===== src/rtl/interrupt_controller_pkg.sv =====
// Shared definitions for the interrupt controller: FSM encoding, HCU handshake
// constant and vector-table defaults.
package interrupt_controller_pkg;

  typedef enum logic [1:0] {
    ST_IDLE    = 2'b00,
    ST_REQ     = 2'b01,
    ST_SERVICE = 2'b10
  } irq_state_e;

  localparam logic [3:0]  HCU_ST_INT_DEF = 4'h2;
  localparam logic [13:0] VEC_BASE_DEF   = 14'h0040;
  localparam int unsigned VEC_STRIDE_DEF = 4;

  // Vector address arithmetic is done in 14 bits so it wraps modulo 2^14.
  function automatic logic [13:0] calc_vector(input logic [13:0] base,
                                              input logic [13:0] stride,
                                              input logic [3:0]  id);
    return base + stride * {10'd0, id};
  endfunction

endpackage


===== src/rtl/interrupt_controller_prio.sv =====
// Fixed-priority encoder: lowest set request index wins.
module irq_priority_encoder #(
  parameter int unsigned N = 8
) (
  input  logic [N-1:0] req_i,
  output logic         valid_o,
  output logic [3:0]   idx_o
);

  always_comb begin
    valid_o = |req_i;
    idx_o   = '0;
    // Scan downwards so the lowest set index is the last assignment.
    for (int i = int'(N) - 1; i >= 0; i--) begin
      if (req_i[i]) idx_o = 4'(i);
    end
  end

endmodule


===== src/rtl/interrupt_controller.sv =====
// Single-level interrupt controller: edge-latched pending bits, mask and global
// enable, fixed-priority arbitration and an HCU request/acknowledge/return FSM.
module interrupt_controller
  import interrupt_controller_pkg::*;
#(
  parameter int unsigned NUM_IRQ    = 8,
  parameter logic [13:0] VEC_BASE   = VEC_BASE_DEF,
  parameter int unsigned VEC_STRIDE = VEC_STRIDE_DEF,
  parameter logic [3:0]  HCU_ST_INT = HCU_ST_INT_DEF
) (
  input  logic               clock,
  input  logic               nreset,
  input  logic [NUM_IRQ-1:0] irq_in,
  input  logic               gie_wr,
  input  logic               gie_wdata,
  input  logic               mask_wr,
  input  logic [NUM_IRQ-1:0] mask_wdata,
  input  logic [3:0]         control_state,
  input  logic               ret,
  output logic               interrupt,
  output logic [13:0]        int_vector,
  output logic               in_service,
  output logic [3:0]         active_id,
  output logic [NUM_IRQ-1:0] pending,
  output logic [NUM_IRQ-1:0] mask_q
);

  irq_state_e         state_q, state_d;
  logic [NUM_IRQ-1:0] irq_prev_q;
  logic [NUM_IRQ-1:0] pending_q, pending_d;
  logic [NUM_IRQ-1:0] mask_d;
  logic               gie_q, gie_d;
  logic               interrupt_q, interrupt_d;
  logic               in_service_q, in_service_d;
  logic [3:0]         active_id_q, active_id_d;
  logic [13:0]        vector_q, vector_d;
  logic               ack;
  logic [NUM_IRQ-1:0] eligible;
  logic               win_valid;
  logic [3:0]         win_idx;

  assign eligible = pending_q & mask_q & {NUM_IRQ{gie_q}};
  assign gie_d    = gie_wr  ? gie_wdata  : gie_q;
  assign mask_d   = mask_wr ? mask_wdata : mask_q;

  irq_priority_encoder #(.N(NUM_IRQ)) u_prio (
    .req_i   (eligible),
    .valid_o (win_valid),
    .idx_o   (win_idx)
  );

  // A fresh edge on the bit being acknowledged keeps it pending (set wins).
  for (genvar gi = 0; gi < NUM_IRQ; gi++) begin : g_pend
    assign pending_d[gi] = (irq_in[gi] & ~irq_prev_q[gi])
                         | (pending_q[gi] & ~(ack && (active_id_q == 4'(gi))));
  end

  always_comb begin
    state_d      = state_q;
    interrupt_d  = interrupt_q;
    in_service_d = in_service_q;
    active_id_d  = active_id_q;
    vector_d     = vector_q;
    ack          = 1'b0;
    case (state_q)
      ST_IDLE: begin
        interrupt_d  = 1'b0;
        in_service_d = 1'b0;
        if (win_valid) begin
          state_d     = ST_REQ;
          active_id_d = win_idx;
          vector_d    = calc_vector(VEC_BASE, 14'(VEC_STRIDE), win_idx);
        end
      end
      ST_REQ: begin
        // Winner is frozen here; only the HCU acknowledge moves us on.
        interrupt_d = 1'b1;
        if (control_state == HCU_ST_INT) begin
          ack          = 1'b1;
          interrupt_d  = 1'b0;
          in_service_d = 1'b1;
          state_d      = ST_SERVICE;
        end
      end
      ST_SERVICE: begin
        interrupt_d = 1'b0;
        if (ret) begin
          in_service_d = 1'b0;
          state_d      = ST_IDLE;
        end
      end
      default: begin
        state_d      = ST_IDLE;
        interrupt_d  = 1'b0;
        in_service_d = 1'b0;
        active_id_d  = '0;
        vector_d     = '0;
      end
    endcase
  end

  // Falling-edge registers to line up with the HCU.
  always_ff @(negedge clock) begin
    if (!nreset) begin
      state_q      <= ST_IDLE;
      irq_prev_q   <= '0;
      pending_q    <= '0;
      mask_q       <= '0;
      gie_q        <= 1'b0;
      interrupt_q  <= 1'b0;
      in_service_q <= 1'b0;
      active_id_q  <= '0;
      vector_q     <= '0;
    end else begin
      state_q      <= state_d;
      irq_prev_q   <= irq_in;
      pending_q    <= pending_d;
      mask_q       <= mask_d;
      gie_q        <= gie_d;
      interrupt_q  <= interrupt_d;
      in_service_q <= in_service_d;
      active_id_q  <= active_id_d;
      vector_q     <= vector_d;
    end
  end

  assign interrupt  = interrupt_q;
  assign int_vector = vector_q;
  assign in_service = in_service_q;
  assign active_id  = active_id_q;
  assign pending    = pending_q;

endmodule


===== config.mk =====
export PLATFORM = sky130hd
export DESIGN_NAME = interrupt_controller
export DESIGN_NICKNAME = d
export VERILOG_FILES = /design/src/rtl/interrupt_controller_pkg.sv /design/src/rtl/interrupt_controller_prio.sv /design/src/rtl/interrupt_controller.sv
export SDC_FILE = /design/constraint.sdc
export NUM_CORES = 1
export LEC_CHECK = 0
export ABC_AREA = 1
export ABC_CLOCK_PERIOD_IN_PS = 1500
export CORE_ASPECT_RATIO = 1.5
export CORE_MARGIN = 3
export CORE_UTILIZATION = 40
export DETAILED_ROUTE_END_ITERATION = 10
export HOLD_SLACK_MARGIN = 0.02
export PLACE_DENSITY = 0.79
export SETUP_SLACK_MARGIN = 0.05
export SLEW_MARGIN = 25
export SYNTH_ARGS = -nofsm -noshare
export SYNTH_HDL_FRONTEND = slang
export SYNTH_SLANG_ARGS = --single-unit

===== constraint.sdc =====
create_clock -name clock -period 1.5 [get_ports clock]
set_input_delay 0.3 -clock clock [delete_from_list [all_inputs] [get_ports clock]]
set_output_delay 0.3 -clock clock [all_outputs]
set_load 0.01 [all_outputs]

==> results of run 1 <==
-- state kept, by name (all words and copies together), names as in the netlist, 2 cells and up --
signal / flops
mask_q: 8
int_vector: 2
active_id: 2
irq_prev_q: 8
pending: 8
state_q: 2
-- routing by layer --
| metal | track usage | vias to the layer above |
|---|---|---|
| met5 | 0 | - |
| met4 | 0.154 | 0 |
| met3 | 0.0660 | 13 |
| met2 | 0.375 | 59 |
| met1 | 0.188 | 820 |
| li1 | - | 836 |
-- path summary, 6_finish.rpt --
| path | start | endpoint | slack [ns] | depth (start not counted) |
|---|---|---|---|---|
| worst min-delay path | irq_prev_q[5] | pending[5] | 0.41 | 1 |
| worst max-delay path | int_vector[4] | int_vector[4] | -0.37 | 1 |
| worst min register to register | irq_prev_q[5] | pending[5] | 0.41 | 1 |
| worst max register to register | state_q[1] | state_q[1] | -0.01 | 6 |
-- power by group --
part / switching (mW) / internal [mW] / total, mW
Sequential: 0.0473 / 0.957 / 1.00
Combinational: 0.355 / 0.339 / 0.693
Clock: 0.575 / 0.775 / 1.35
-- placed cells by master, fill, tap and decap left out --
cell type	count
buf_4	24
nand3_2	6
conb_1	11
a21oi_1	3
nand2_4	2
bufbuf_16	1
a21oi_2	5
dfxtp_4	4
nor2_2	2
nor2_1	23
o21ai_1	6
nand3_4	5
buf_6	31
bufinv_16	2
o21ai_2	11
o22ai_1	8
nor2_4	5
buf_12	2
dlygate4sd2_1	5
dfxtp_2	18
o2111ai_1	1
buf_2	1
inv_2	2
nand2_1	23
nand2_2	7
clkbuf_8	5
clkdlybuf4s50_1	15
buf_8	1
inv_1	53
ha_1	3
dfxtp_1	11
a21oi_4	1
nand3_1	10
inv_8	2
-- repair_timing --
item | 4_1_cts | 5_1_grt
hold endpoints to repair | 0 | 0
gates cloned | 2 | 0
setup endpoints to repair | 58 | 40
gates resized for setup | 188 | 26
setup buffers | 5 | 1
pin swaps | 13 | 12
-- kinds of logic after synthesis --
kind of cell               Yosys count  synth area share
AOI/OAI and AO/OA                   35             0.130
adders and majority gates            3            0.0248
buffers and inverters               42             0.145
DFF                                 33             0.436
other                                1           0.00247
and+or+nand+nor                     82             0.262
-- area by class of cell --
class                   instances  area (sq um)  area share
flip-flops and latches         33           698       0.252
clock inverters                36           188      0.0678
multi-input cells             132           845       0.305
well taps                      42          52.6      0.0190
clock buffers                   5          68.8      0.0249
repair buffers                 80           816       0.295
inverters                      23           101      0.0366
-- stage by stage --
step / setup WS [ns] / instances
final: -0.366 / 351
after global routing: -0.394 / 351
after CTS: -0.369 / 350
after detailed placement: -0.924 / 303
after global placement: -0.874 / 303
after floorplan: -0.216 / 206
==> results.md, run 1 <==
* Status: complete, but fails checks
* Failing checks: negative setup slack
* DR DRC count at 0
* Cells after Synth at slightly below 200
* Metal2 WL at between 3000 and 4000 um
* #FFs+latches synth at 33
* Die span in x at approximately 56 um
* I/O Buffers at 50
* Post-synthesis cell type count at 20
* CTS H-tree depth at 2
* Leakage power at about 1.4 nW
* DR pass1 iterations at 4
* Clock root buffer: clkbuf_8
* Worst setup SP type: register
* Fin Clk Skew at around 0.027 ns
* Util after Layout at 0.788
* Final wirelength at about 5000 um
* Finish-stage setup viols at 36
* Pin count of the biggest net entering global routing at 17
* Top-count cell post-synth: dfxtp_1
* Total of warnings raised by yosys at 0
* Post-synth top area cell: dfxtp_1
* Register area share after synthesis at 0.436
* Min-delay worst type: register to register
* Synth-to-Final Area Change at 82.6%
* Mean Syn Cell Area at roughly 7.7 sq um
* Number of diodes at 0
* Core box area at about 3500 sq um
* Hold Buf Count CTS at 0
* Slowest cell delay on critical path at between 0.3 and 0.4 ns
* Max Cap Viol at 0
* Yosys top cell area share at 0.436
* Post-Route Setup TNS at -9.05 ns
* Clock sink count at 33
* CTS buffer count at 5
* Crit. End Element: primary output
* Hold_ws at about 0.4 ns
* IO Pins at between 60 and 70
* Fraction of layout cells with a size suffix above 1 at 0.443
* Site Rows at 26
* Top Family by Delay on Critical Path: flip-flops
* Via count at roughly 1.7k
* Arrival @ worst endpoint at 1.57 ns
* Worst-Skew Late Latency at around 0.37 ns
* Synth area leaders: dfxtp_1 (44%), nand2_1 (7.2%), buf_4 (6.9%), nor2_1 (6.7%), nand3_2 (5.9%)
* Vias in the first global route at approximately 1.7k
* CTS clk-pin slew, worst paths at 0.04 ns
* RSZ-0062 raised after global routing: yes
* Die area at 4580 sq um
* GP Congestion at between 0.8 and 0.9
* Initial antenna violation count at 0
* WL/cell at approximately 15 um
* DRT antenna net count at 0
* Met3 WL at just over 200 um
* Worst Path Max Fanout at 3
* Finished Cell Area at roughly 2800 sq um
* Synth cell count leaders: dfxtp_1 (33), nand2_1 (29), nor2_1 (27)
* Post-synth EDFFs at 0
* Setup ws final at -0.366 ns
* Gr ovfl total at 0
* Synth Cell Area at around 1500 sq um
* Die Y at about 81 um
* CP Cell Sequence: buf_6
* Hpwl dp at between 2000 and 3000 um
* Via density at slightly below 5
* Deepest clock path buffer count at 2
* Fin nets at ~340
* CTS tree: done
* CP max stage cell: dfxtp_4
* Fillers at about 220
* Buf+Inv Stages, Crit Path at 1
* Initial Utilization at 0.432
* M1 WL at 1770 um
* Total GRT Usage at 0.205
* First-pass GRT wire length at around 7200 um
* Overall Power at ~3.0 mW
* Peak VDD IR at about 1.1 mV
* CP required at around 1.2 ns
* Final Hold Fails at 0
* Most used DFF post-synth: dfxtp_1
* Highest routed layer: met4
* Initial DRC count at 31
* CP Class: register to primary output
* Slew Viols, Final at 0
* Power Density at roughly 1100 nW/um^2
* Synth async-reset ratio at 0
* Cell Area, Placed at between 2000 and 2500 sq um
(Power assumes the default switching activity.)
==> inputs of run 2 (changes only) <==
Settings changed: CORE_MARGIN 3 to 1.5.
==> run 2 against run 1 <==
Compared with the run above:
- the flow still finishes with violations (negative setup slack)
- sequential share of layout area about the same
- cell area down 0.45%
- global-route usage up 3.6 points
==> results.md, run 2 (same netlist as run 1, synthesis figures left out) <==
* Status: complete, but fails checks
* Failing checks: negative setup slack
* Peak VDD IR at 0.791 mV (-29%)
* Switching share of power at 0.370 (+0.0496)
* CP Class: register to primary output
* Most common cell after layout, fill and taps aside: inv_1
* Finish-stage setup viols at 34 (-5.6%)
* P_int at 1.74 mW (-16%)
* Via density at 5.05 (+2.5%)
* DR pass1 iterations at 4 (unchanged)
* Min-delay worst type: register to register
* CP Cell Sequence: buf_6
* Cell Area, Placed at 2230 sq um (-0.28%)
* Top Family by Delay on Critical Path: flip-flops
* Total GRT Usage at 0.241 (+0.0360)
* Worst Path Max Fanout at 3 (unchanged)
* Final wirelength at 5410 um (+5.0%)
* P_sw at 1.02 mW (+4.5%)
* Comb power frac at 0.263 (+0.035)
* Slowest cell delay on critical path at 0.36 ns (about the same)
* Initial DRC count at 59 (+90%)
* Clock sink count at 33 (unchanged)
* GP Congestion at 0.841 (-2.3%)
* I/O Buffers at 50 (unchanged)
* Slew Viols, Final at 0 (unchanged)
* Buf+Inv Stages, Crit Path at 1 (unchanged)
* Worst-Skew Late Latency at 0.38 ns (about the same)
* Worst setup SP type: register
* Fraction of layout cells with a size suffix above 1 at 0.450 (+0.00711)
* DRT antenna net count at 0 (unchanged)
* Max Cap Viol at 0 (unchanged)
* First-pass GRT wire length at 7410 um (+3.0%)
* Gr ovfl total at 0 (unchanged)
* Final Hold Fails at 0 (unchanged)
* Fin nets at 342 (+1.5%)
* Number of diodes at 0 (unchanged)
* Clock network power share at 0.373 (-0.070)
* Seq pwr share at 0.364 (+0.034)
* Via count at 1797 (+4.0%)
* Crit. End Element: primary output
* Site Rows at 27 (+3.8%)
* Pin count of the biggest net entering global routing at 17 (unchanged)
* CP required at 1.20 ns (about the same)
* Arrival @ worst endpoint at 1.60 ns (+0.03 ns)
* Initial Utilization at 0.416 (-0.0160)
* Core box area at 3650 sq um (+3.8%)
* WL/cell at 15.2 um (+3.6%)
* Commonest cells after routing, fill and taps aside: inv_1 (54), buf_6 (31), buf_4 (28), nor2_1 (22), nand2_1 (21)
* Clock root buffer: clkbuf_8
* Power Density at 1000 nW/um^2 (-9.1%)
* CTS H-tree depth at 2 (unchanged)
* DR DRC count at 0 (unchanged)
* Leakage power at 1.39 nW (+0.55%)
* CTS clk-pin slew, worst paths at 0.07 ns (+0.03 ns)
* Die area at 4180 sq um (-8.8%)
* Die span in x at 53.3 um (-5.3%)
* CTS tree: done
* CTS buffer count at 5 (unchanged)
* IO Pins at 62 (unchanged)
* Die Y at 78.4 um (-3.7%)
* RSZ-0062 raised after global routing: yes
* Overall Power at 2.76 mW (-9.5%)
* Synth-to-Final Area Change at 81.8%
* Hpwl dp at 2920 um (-0.38%)
* Fin Clk Skew at 0.0416 ns (+0.0143 ns)
* Finished Cell Area at 2760 sq um (-0.45%)
* Setup ws final at -0.397 ns (-0.0315 ns)
* Vias in the first global route at 1825 (+4.6%)
* Initial antenna violation count at 0 (unchanged)
* CP max stage cell: dfxtp_4
* Deepest clock path buffer count at 2 (unchanged)
==> run 2: cell types whose count changed in the layout (fill, tap and decap cells not counted), sizes merged <==
| cell | previous run | this run |
|---|---|---|
| buf | 59 | 64 |
| bufinv | 2 | 0 |
| dlygate4sd2 | 5 | 4 |
| clkinvlp | 0 | 1 |
| dlymetal6s2s | 0 | 1 |
==> run 2: repair_timing <==
action | in CTS | in global routing
pin swaps | 13 | 12
gates cloned | 2 | 0
resized for setup | 186 | 27
hold buffers | 0 | 0
setup endpoints to repair | 58 | 38
buffers inserted | 6 | 7
endpoints found under the hold margin | 0 | 0
==> run 2: final timing paths <==
check,start,to,slack (ns),cells after the start
worst max-delay path,int_vector[4],active_id[2],-0.40,1
worst min-delay path,irq_prev_q[2],pending[2],0.42,1
worst max register to register,state_q[1],state_q[0],0.03,6
worst min register to register,irq_prev_q[2],pending[2],0.42,1
==> run 2: power by group through the flow <==
stage                     sequential, mW  clock [mW]  combinational (mW)
after floorplan                     1.02       0.138               0.263
after global placement             0.996       0.138               0.527
after detailed placement           0.998       0.138               0.537
after CTS                           1.00        1.00               0.600
after global routing                1.01        1.13               0.775
final                               1.00        1.03               0.725
==> run 2: layer usage <==
layer  global-route usage  wire length [um]  up-vias
li1                     -                 -      843
met1                0.209              1810      843
met2                0.449              3070       89
met3               0.0798               303       22
met4                0.136               228        0
met5                    0                 0        -
==> run 2: stage by stage <==
stage	instances	setup WS (ns)	hold slack, ns	util	TNS, ns
after floorplan	206	-0.216	0.408	-	-1.72
after global placement	303	-0.881	0.409	0.610	-28.85
after detailed placement	303	-0.922	0.424	0.610	-29.92
after CTS	350	-0.369	0.417	0.713	-8.53
after global routing	356	-0.401	0.430	0.755	-10.04
final	356	-0.397	0.417	0.755	-9.15
==> run 2: layout make-up <==
| cell class | count | area [sq um] |
|---|---|---|
| clock buffers | 5 | 68.8 |
| clock inverters | 35 | 133 |
| fillers | 251 | 892 |
| inverters | 23 | 101 |
| multi-input cells | 132 | 851 |
| flip-flops and latches | 33 | 694 |
| well taps | 43 | 53.8 |
| repair buffers | 85 | 855 |
